[src/rtl/tlc_junction.sv]
// tlc_junction: two-phase traffic light controller with pedestrian phase,
// emergency preemption and flashing mode.
//
// Ports:
//   clk          clock, rising edge
//   rst          synchronous active-high reset
//   ped_req      pedestrian call (level or pulse), latched into ped_pending
//   emerg        emergency preempt (level)
//   flash_en     flash mode request (level)
//   ns_light     north-south lamp (RED=00, YEL=01, GRN=10, OFF=11)
//   ew_light     east-west lamp
//   ped_walk     walk indication, high only in PED
//   ped_pending  latched pedestrian call
//   state        current state code
//   cnt          cycles spent in current state (saturating)
//
// state | meaning
// NSG   | north-south green
// NSY   | north-south yellow
// AR1   | all-red clearance before east-west green
// EWG   | east-west green
// EWY   | east-west yellow
// AR2   | all-red clearance before pedestrian phase or north-south green
// PED   | pedestrian walk, all vehicle lamps red
// FLASH | flashing mode, ns yellow / ew red blinking against all-off
module tlc_junction #(
  parameter int CNT_W     = 8,
  parameter int T_GRN     = 10,
  parameter int T_MIN_GRN = 4,
  parameter int T_YEL     = 3,
  parameter int T_ALLRED  = 2,
  parameter int T_PED     = 6,
  parameter int T_FLASH   = 4
) (
  input  logic             clk,
  input  logic             rst,
  input  logic             ped_req,
  input  logic             emerg,
  input  logic             flash_en,
  output logic [1:0]       ns_light,
  output logic [1:0]       ew_light,
  output logic             ped_walk,
  output logic             ped_pending,
  output logic [2:0]       state,
  output logic [CNT_W-1:0] cnt
);

  localparam int T_MAX = (1 << CNT_W) - 1;

  if (T_GRN < 1 || T_GRN > T_MAX || T_MIN_GRN < 1 || T_MIN_GRN > T_GRN ||
      T_YEL < 1 || T_YEL > T_MAX || T_ALLRED < 1 || T_ALLRED > T_MAX ||
      T_PED < 1 || T_PED > T_MAX || T_FLASH < 1 || T_FLASH > T_MAX) begin : g_cfg_err
    $error("tlc_junction: timing parameter out of range");
  end

  localparam logic [1:0] L_RED = 2'b00;
  localparam logic [1:0] L_YEL = 2'b01;
  localparam logic [1:0] L_GRN = 2'b10;
  localparam logic [1:0] L_OFF = 2'b11;

  // Terminal counts: the last cnt value spent in each timed state.
  localparam logic [CNT_W-1:0] GRN_LAST     = CNT_W'(T_GRN - 1);
  localparam logic [CNT_W-1:0] MIN_GRN_LAST = CNT_W'(T_MIN_GRN - 1);
  localparam logic [CNT_W-1:0] YEL_LAST     = CNT_W'(T_YEL - 1);
  localparam logic [CNT_W-1:0] ALLRED_LAST  = CNT_W'(T_ALLRED - 1);
  localparam logic [CNT_W-1:0] PED_LAST     = CNT_W'(T_PED - 1);
  localparam logic [CNT_W-1:0] FLASH_LAST   = CNT_W'(T_FLASH - 1);

  typedef enum logic [2:0] {
    S_NSG   = 3'd0,
    S_NSY   = 3'd1,
    S_AR1   = 3'd2,
    S_EWG   = 3'd3,
    S_EWY   = 3'd4,
    S_AR2   = 3'd5,
    S_PED   = 3'd6,
    S_FLASH = 3'd7
  } state_t;

  state_t           state_q, state_d;
  logic [CNT_W-1:0] cnt_q, cnt_d;
  logic             phase_q, phase_d;
  logic             ped_pending_q, ped_pending_d;
  logic [1:0]       ns_q, ns_d;
  logic [1:0]       ew_q, ew_d;
  logic             walk_q, walk_d;

  logic green_done;
  logic allred_done;

  // Green ends on full dwell, on preempt, or early for a pending walk call.
  assign green_done  = (cnt_q == GRN_LAST) || emerg ||
                       (ped_pending_q && (cnt_q >= MIN_GRN_LAST));
  assign allred_done = !emerg && (cnt_q >= ALLRED_LAST);

  always_comb begin
    state_d = state_q;
    case (state_q)
      S_NSG:   if (green_done) state_d = S_NSY;
      S_NSY:   if (cnt_q == YEL_LAST) state_d = S_AR1;
      S_AR1:   if (allred_done) state_d = S_EWG;
      S_EWG:   if (green_done) state_d = S_EWY;
      S_EWY:   if (cnt_q == YEL_LAST) state_d = S_AR2;
      S_AR2:   if (allred_done) state_d = ped_pending_q ? S_PED : S_NSG;
      S_PED: begin
        if (emerg)                  state_d = S_AR2;
        else if (cnt_q == PED_LAST) state_d = S_NSG;
      end
      S_FLASH: if (!flash_en) state_d = S_AR2;
      default: state_d = S_NSG;
    endcase
    if (flash_en && (state_q != S_FLASH)) state_d = S_FLASH;
  end

  always_comb begin
    cnt_d = cnt_q;
    if (state_d != state_q)
      cnt_d = '0;
    else if ((state_q == S_FLASH) && (cnt_q == FLASH_LAST))
      cnt_d = '0;
    else if (cnt_q != '1)
      cnt_d = cnt_q + 1'b1;
  end

  // Blink phase restarts at 1 on every FLASH entry and is held at 1 elsewhere.
  always_comb begin
    phase_d = phase_q;
    if ((state_d != S_FLASH) || (state_q != S_FLASH))
      phase_d = 1'b1;
    else if (cnt_q == FLASH_LAST)
      phase_d = ~phase_q;
  end

  // Entry clear takes precedence over a same-cycle call.
  always_comb begin
    ped_pending_d = ped_pending_q;
    if ((state_d == S_PED) || (state_d == S_FLASH))
      ped_pending_d = 1'b0;
    else if (ped_req && (state_q != S_PED) && (state_q != S_FLASH))
      ped_pending_d = 1'b1;
  end

  // Lamps decode the next state so they change in the same cycle as state.
  always_comb begin
    ns_d   = L_RED;
    ew_d   = L_RED;
    walk_d = 1'b0;
    case (state_d)
      S_NSG:   ns_d = L_GRN;
      S_NSY:   ns_d = L_YEL;
      S_EWG:   ew_d = L_GRN;
      S_EWY:   ew_d = L_YEL;
      S_PED:   walk_d = 1'b1;
      S_FLASH: begin
        if (phase_d) begin
          ns_d = L_YEL;
          ew_d = L_RED;
        end else begin
          ns_d = L_OFF;
          ew_d = L_OFF;
        end
      end
      default: begin
        ns_d = L_RED;
        ew_d = L_RED;
      end
    endcase
  end

  always_ff @(posedge clk) begin
    if (rst) begin
      state_q       <= S_NSG;
      cnt_q         <= '0;
      phase_q       <= 1'b1;
      ped_pending_q <= 1'b0;
      ns_q          <= L_GRN;
      ew_q          <= L_RED;
      walk_q        <= 1'b0;
    end else begin
      state_q       <= state_d;
      cnt_q         <= cnt_d;
      phase_q       <= phase_d;
      ped_pending_q <= ped_pending_d;
      ns_q          <= ns_d;
      ew_q          <= ew_d;
      walk_q        <= walk_d;
    end
  end

  assign ns_light    = ns_q;
  assign ew_light    = ew_q;
  assign ped_walk    = walk_q;
  assign ped_pending = ped_pending_q;
  assign state       = state_q;
  assign cnt         = cnt_q;

endmodule

[config.mk]
export PLATFORM = sky130hd
export DESIGN_NAME = tlc_junction
export DESIGN_NICKNAME = d
export VERILOG_FILES = /design/src/rtl/tlc_junction.sv
export SDC_FILE = /design/constraint.sdc
export NUM_CORES = 1
export LEC_CHECK = 0
export BUFFER_PORTS_ARGS = -buffer_cell sky130_fd_sc_hd__buf_2
export CAP_MARGIN = 20
export CORE_MARGIN = 3
export CORE_UTILIZATION = 57
export CTS_BUF_LIST = sky130_fd_sc_hd__clkbuf_2
export DETAILED_ROUTE_END_ITERATION = 6
export PLACE_DENSITY = 0.81
export SLEW_MARGIN = 20
export SYNTH_ARGS = -nofsm -noshare
export SYNTH_HDL_FRONTEND = slang
export SYNTH_SLANG_ARGS = --single-unit
export TNS_END_PERCENT = 100
[constraint.sdc]
create_clock -name clk -period 4.7 [get_ports clk]
set_input_delay 0.94 -clock clk [delete_from_list [all_inputs] [get_ports clk]]
set_output_delay 0.94 -clock clk [all_outputs]
set_load 0.01 [all_outputs]
**After elaboration in Yosys (flattened, before gate mapping)**

Index checks and enable logic that the tools add are counted.

- Output and inout port bits: 17
- Register bits after elaboration: 18

- Equal/unequal tests: 21
- Multiplexer cells: 19
- Bitwise operators: 1
- Reductions and logical operators: 15
- Add/subtract/negate cells: 1
- $lt $le $gt $ge: 2

Operators with widths:

| operator | number |
|---|---|
| $mux W3 | 11 |
| $pmux W3 S8 | 1 |
| $eq A3 B3 Y1 const B | 7 |
| $eq A8 B2 Y1 const B | 2 |
| $pmux W2 S3 | 2 |
| $eq A3 B2 Y1 const B | 3 |
| $ne A3 B3 Y1 const B | 3 |
| $add A8 B1 Y8 const B | 1 |
| $eq A8 B3 Y1 const B | 1 |
| $eq A8 B4 Y1 const B | 1 |
| $ge A8 B1 Y1 const B | 1 |
| $ge A8 B2 Y1 const B | 1 |
| $ne A8 B8 Y1 const B | 1 |
| $eq A3 B1 Y1 const B | 2 |
| $logic_and A1 B1 Y1 | 6 |
| $logic_not A3 Y1 | 2 |
| $logic_or A1 B1 Y1 | 4 |
| $mux W2 | 2 |
| $mux W1 | 3 |
| $ne A3 B3 Y1 | 1 |
| $reduce_or A3 Y1 | 1 |
| $reduce_or A2 Y1 | 1 |
| $logic_not A1 Y1 | 1 |
| $not A1 Y1 | 1 |

**Depth between registers and ports, before layout**

- Depth after elaboration: 11
- Gate-level depth with buffers: 9
- Depth with buffers taken out: 8

**Least setup slack after synthesis**

OpenSTA, ideal clock, no wires.

- Path kind: in2reg
- Start: input emerg
- End: register ns_q[0] (netlist: ns_light[0])
- Library setup time: 92 ps
- Arrival time: 2,435 ps
- Stages on the path: 7
- Required time: 4,608 ps
- Setup slack: 2,173 ps
- Cells stage by stage: clkbuf_1 nor3b_1 nand4_1 a221oi_1 nand2_1 and4_1 nor4_1

- Cells in the longest elaborated chain, start to end: 7
- Elaborated cells on any way between the ends: 15

Ends and longest elaborated chain:

| item | RTL line | text |
|---|---|---|
| start, declared | 38 | `input logic emerg,` |
| $logic_not A1 Y1 / $logic_or A1 B1 Y1 (equally long branches) | 94, 92 |  |
| $logic_and A1 B1 Y1 / $logic_or A1 B1 Y1 (equally long branches) | 94, 92 |  |
| $mux W3 (on tied branches) | -- |  |
| $pmux W3 S8 * | 98 | `case (state_q)` |
| $mux W3 * | 112 | `if (flash_en && (state_q != S_FLASH)) state_d = S_FLASH;` |
| $eq A3 B3 Y1 (tied with other cells) | 148 | `case (state_d)` |
| $pmux W2 S3 * | 148 |  |
| end signal, assigned | 184 | `ns_q <= ns_d;` |
| end, declared | 84 | `logic [1:0] ns_q, ns_d;` |

Mark *: on every way between the ends. The rest lies on a longest branch, timed or not.
A chain may end at the register's enable or synchronous reset.

**Final worst setup path**

- Start: register cnt_q[1] (netlist: cnt[1])
- End: register cnt_q[1] (netlist: cnt[1])

- Cells in the longest elaborated chain, start to end: 8
- Elaborated cells on any way between the ends: 25

Ends and longest elaborated chain:

| item | RTL line | text |
|---|---|---|
| start, declared | 81 | `logic [CNT_W-1:0] cnt_q, cnt_d;` |
| start signal, assigned | 181 | `cnt_q <= cnt_d;` |
| $ge A8 B2 Y1 / $eq A8 B4 Y1 (equally long branches) | 93, 92 |  |
| $logic_and A1 B1 Y1 / $logic_or A1 B1 Y1 (equally long branches) | 93, 92 |  |
| $logic_or A1 B1 Y1 | 92 | `assign green_done = (cnt_q == GRN_LAST) \|\| emerg \|\|` |
| $mux W3 (on tied branches) | 102, 99 |  |
| $pmux W3 S8 | 98 |  |
| $mux W3 | 112 |  |
| $ne A3 B3 Y1 | 117 | `if (state_d != state_q)` |
| $reduce_or A3 Y1 (no line) | -- |  |

Parallel ways exist; a longest one is shown, timed or not.

==> summary.txt <==
GRT
  • Vias in the first global route: 1065
  • Congestion Overflow GR: 0
  • Initial antenna violation count: 0
  • GRT Util Overall: 23.4%
  • Largest net degree at the start of global routing: 22
  • First-pass GRT wire length: 4.90 mm

Timing
  • Worst-case clock skew: 12.0 ps
  • Slew headroom: 56.2%
  • Clock period minus worst slack: 2580 ps
  • RSZ-0062 raised after global routing: no
  • Slew @ Worst Pin: 655 ps
  • Final worst slack: 2120 ps
  • Max-slew violations: 0
  • FMAX: 0.387 GHz
  • Period utilization: 55.0%
  • Final setup TNS: 0 ps
  • Final setup vio count: 0
  • Hold Violations, Final: 0

Synthesis
  • Post-Syn Instances: 156
  • Avg Cell Area, Syn: 8.01 um2
  • Async SR Flop Fraction: 0%
  • Yosys reg bits: 18
  • Ys flop type: dfxtp_1
  • Syn nets: 165
  • Number of synthesized flops with an enable pin: 0
  • Netlist cell types: 49
  • Cell Area, Synth: 1250 um2
  • Post-synthesis sequential area ratio: 28.8%
  • Yosys warns: 0

CTS
  • Clock-pin slew on the worst setup and hold paths: 160 ps
  • CTS Hold Bufs: 0
  • Post-CTS Resized: 0
  • H-tree Lvls: 1
  • Clk sink count: 18
  • Post-CTS Setup Inserts: 0
  • Clock Latency Late Sink: 290 ps
  • CTS tree: built
  • Root Buffer: clkbuf_2
  • Clk buf depth: 2
  • Num CTS Buffers: 3

Floorplanning
  • Core box area: 2020 um2
  • Die area: 2790 um2
  • Starting Density: 61.8%
  • Die Height: 52.8 um
  • Die outline width: 52.8 um
  • I/O Pins: 22
  • Num rows: 16

Layout
  • Most frequent cells in the layout: buf_2, dfxtp_1, nand2_1
  • Layout net count: 182
  • Most common cell after layout, fill and taps aside: buf_2
  • Area grow syn2layout: 8.91%
  • Layout Cells excl Fill: 198
  • Layout cell share with drive strength beyond 1: 16.4%
  • # diodes: 0
  • Fin util: 67.3%
  • Fillcell total: 185
  • Final non-filler cell area: 1360 um2

Route
  • 1st-iter DRT viols: 57
  • Routed length per instance: 15.3 um
  • Vias per cell: 6.38
  • Final wirelength: 3.02 mm
  • Post-DRT Antenna Nets: 0
  • Vias post-DR: 1263
  • Post-route DRC: 0
  • DR pass1 iterations: 4

Setup path
  • Critical Path AT: 2800 ps
  • Max incr delay on CP: 490 ps
  • Sequence of cells on the critical path: inv_1, ha_1, nor4b_1, a21oi_1, nor2_1, o21ai_2, or3_1, a211oi_1
  • Critical path capture point type: flop
  • R2r setup slk: 2120 ps
  • Worst Path Required: 4910 ps
  • CP Max Fanout: 8
  • Setup Crit Path Kind: flop to flop
  • Crit-path slowest cell: or3_1
  • Worst Setup Start Kind: flop

Place
  • Port Buf Inserts: 21
  • DP Area: 1350 um2
  • HPWL after DPL: 2.30 mm
  • Final GP Congestion: 0.951
  • Placed cell count: 195
  • Setup slack at placement: 1940 ps

Pwr
  • LEAKAGE: 0.554 nW
  • PwrDens: 232 nW/um2
  • Peak VDD IR: 0.000207 V

Worst hold path
  • Hold Path Class: flop to flop

Job
  • Max_cap viols: 0

Run status
  • Status: finished, final reports clean
[cell usage after synthesis, types with 3 or more instances]
cell type	n	share of area, %
mux2i_1	3	2.4
nor2b_1	5	2.5
nor2_1	10	3.0
nand2b_1	3	1.5
a211o_1	3	2.1
ha_1	4	4.0
xnor2_1	4	2.8
o21ai_0	5	2.0
dfxtp_1	18	29
nand2_1	12	3.6
o211ai_1	3	1.8
a211oi_1	10	6.0
nand3_1	8	3.2
clkbuf_1	5	1.5
inv_1	8	2.4
and3_1	3	1.5
a21oi_1	10	4.0
[metrics by stage]
step | total power [mW] | hold WS, ps
2_1_floorplan | 0.238 | 580
3_3_place_gp | 0.255 | 599
3_5_place_dp | 0.259 | 613
4_1_cts | 0.318 | 634
5_1_grt | 0.338 | 673
6_report | 0.316 | 629
[area by class of cell]
| cell class | instances | area (um2) | share of cell area (%) |
|---|---|---|---|
| Timing Repair Buffer | 21 | 105 | 7.72 |
| Tap cell | 27 | 33.8 | 2.48 |
| Inverter | 8 | 30.0 | 2.21 |
| Sequential cell | 18 | 360 | 26.5 |
| Multi-Input combinational cell | 121 | 817 | 60.0 |
| Clock buffer | 3 | 15.0 | 1.10 |
[critical path: cells and delay by family (launching register included)]
kind / cells / cell delay (ps)
DFF: 1 / 420
buffers and inverters: 1 / 90
AOI/OAI and AO/OA: 3 / 630
and+or+nand+nor: 3 / 1100
adders and majority gates: 1 / 250
[logic make-up after synthesis]
kind of cell,after synthesis,synth area share [%]
fa+ha+maj,4,4.00
flops,18,28.8
compound gates,52,30.3
xor+xnor,5,3.50
mux,3,2.40
simple gates,57,25.1
buf+inv,17,5.81
[path summary, 6_finish.rpt]
kind | startpoint | endpoint | cells after the start
worst max-delay path | cnt[1] | cnt[1] | 8
worst min-delay path | ped_pending | ped_pending | 2
worst max register to register | cnt[1] | cnt[1] | 8
worst min register to register | ped_pending | ped_pending | 2
[routing by layer]
metal / global-route usage [%] / share of wire [%]
met1: 33.9 / 47
met2: 36.2 / 46
met3: 2.56 / 6.2
met4: 6.38 / 0.46
met5: 0 / 0
[sequential cells by signal, indices dropped and copies added (netlist names)]
| register | cells |
|---|---|
| cnt | 8 |
| ew_light | 2 |
| ns_light | 2 |
| ped_pending | 1 |
| ped_walk | 1 |
| phase_q | 1 |
| state | 3 |
[report_power, final]
part	leakage (nW)	internal (mW)	switching (mW)	total, mW
sequential	0.147	0.160	0.0145	0.174
combinational	0.394	0.0328	0.0488	0.0816
clock	0.0125	0.0174	0.0430	0.0604
Power figures use the tool's default switching activity.
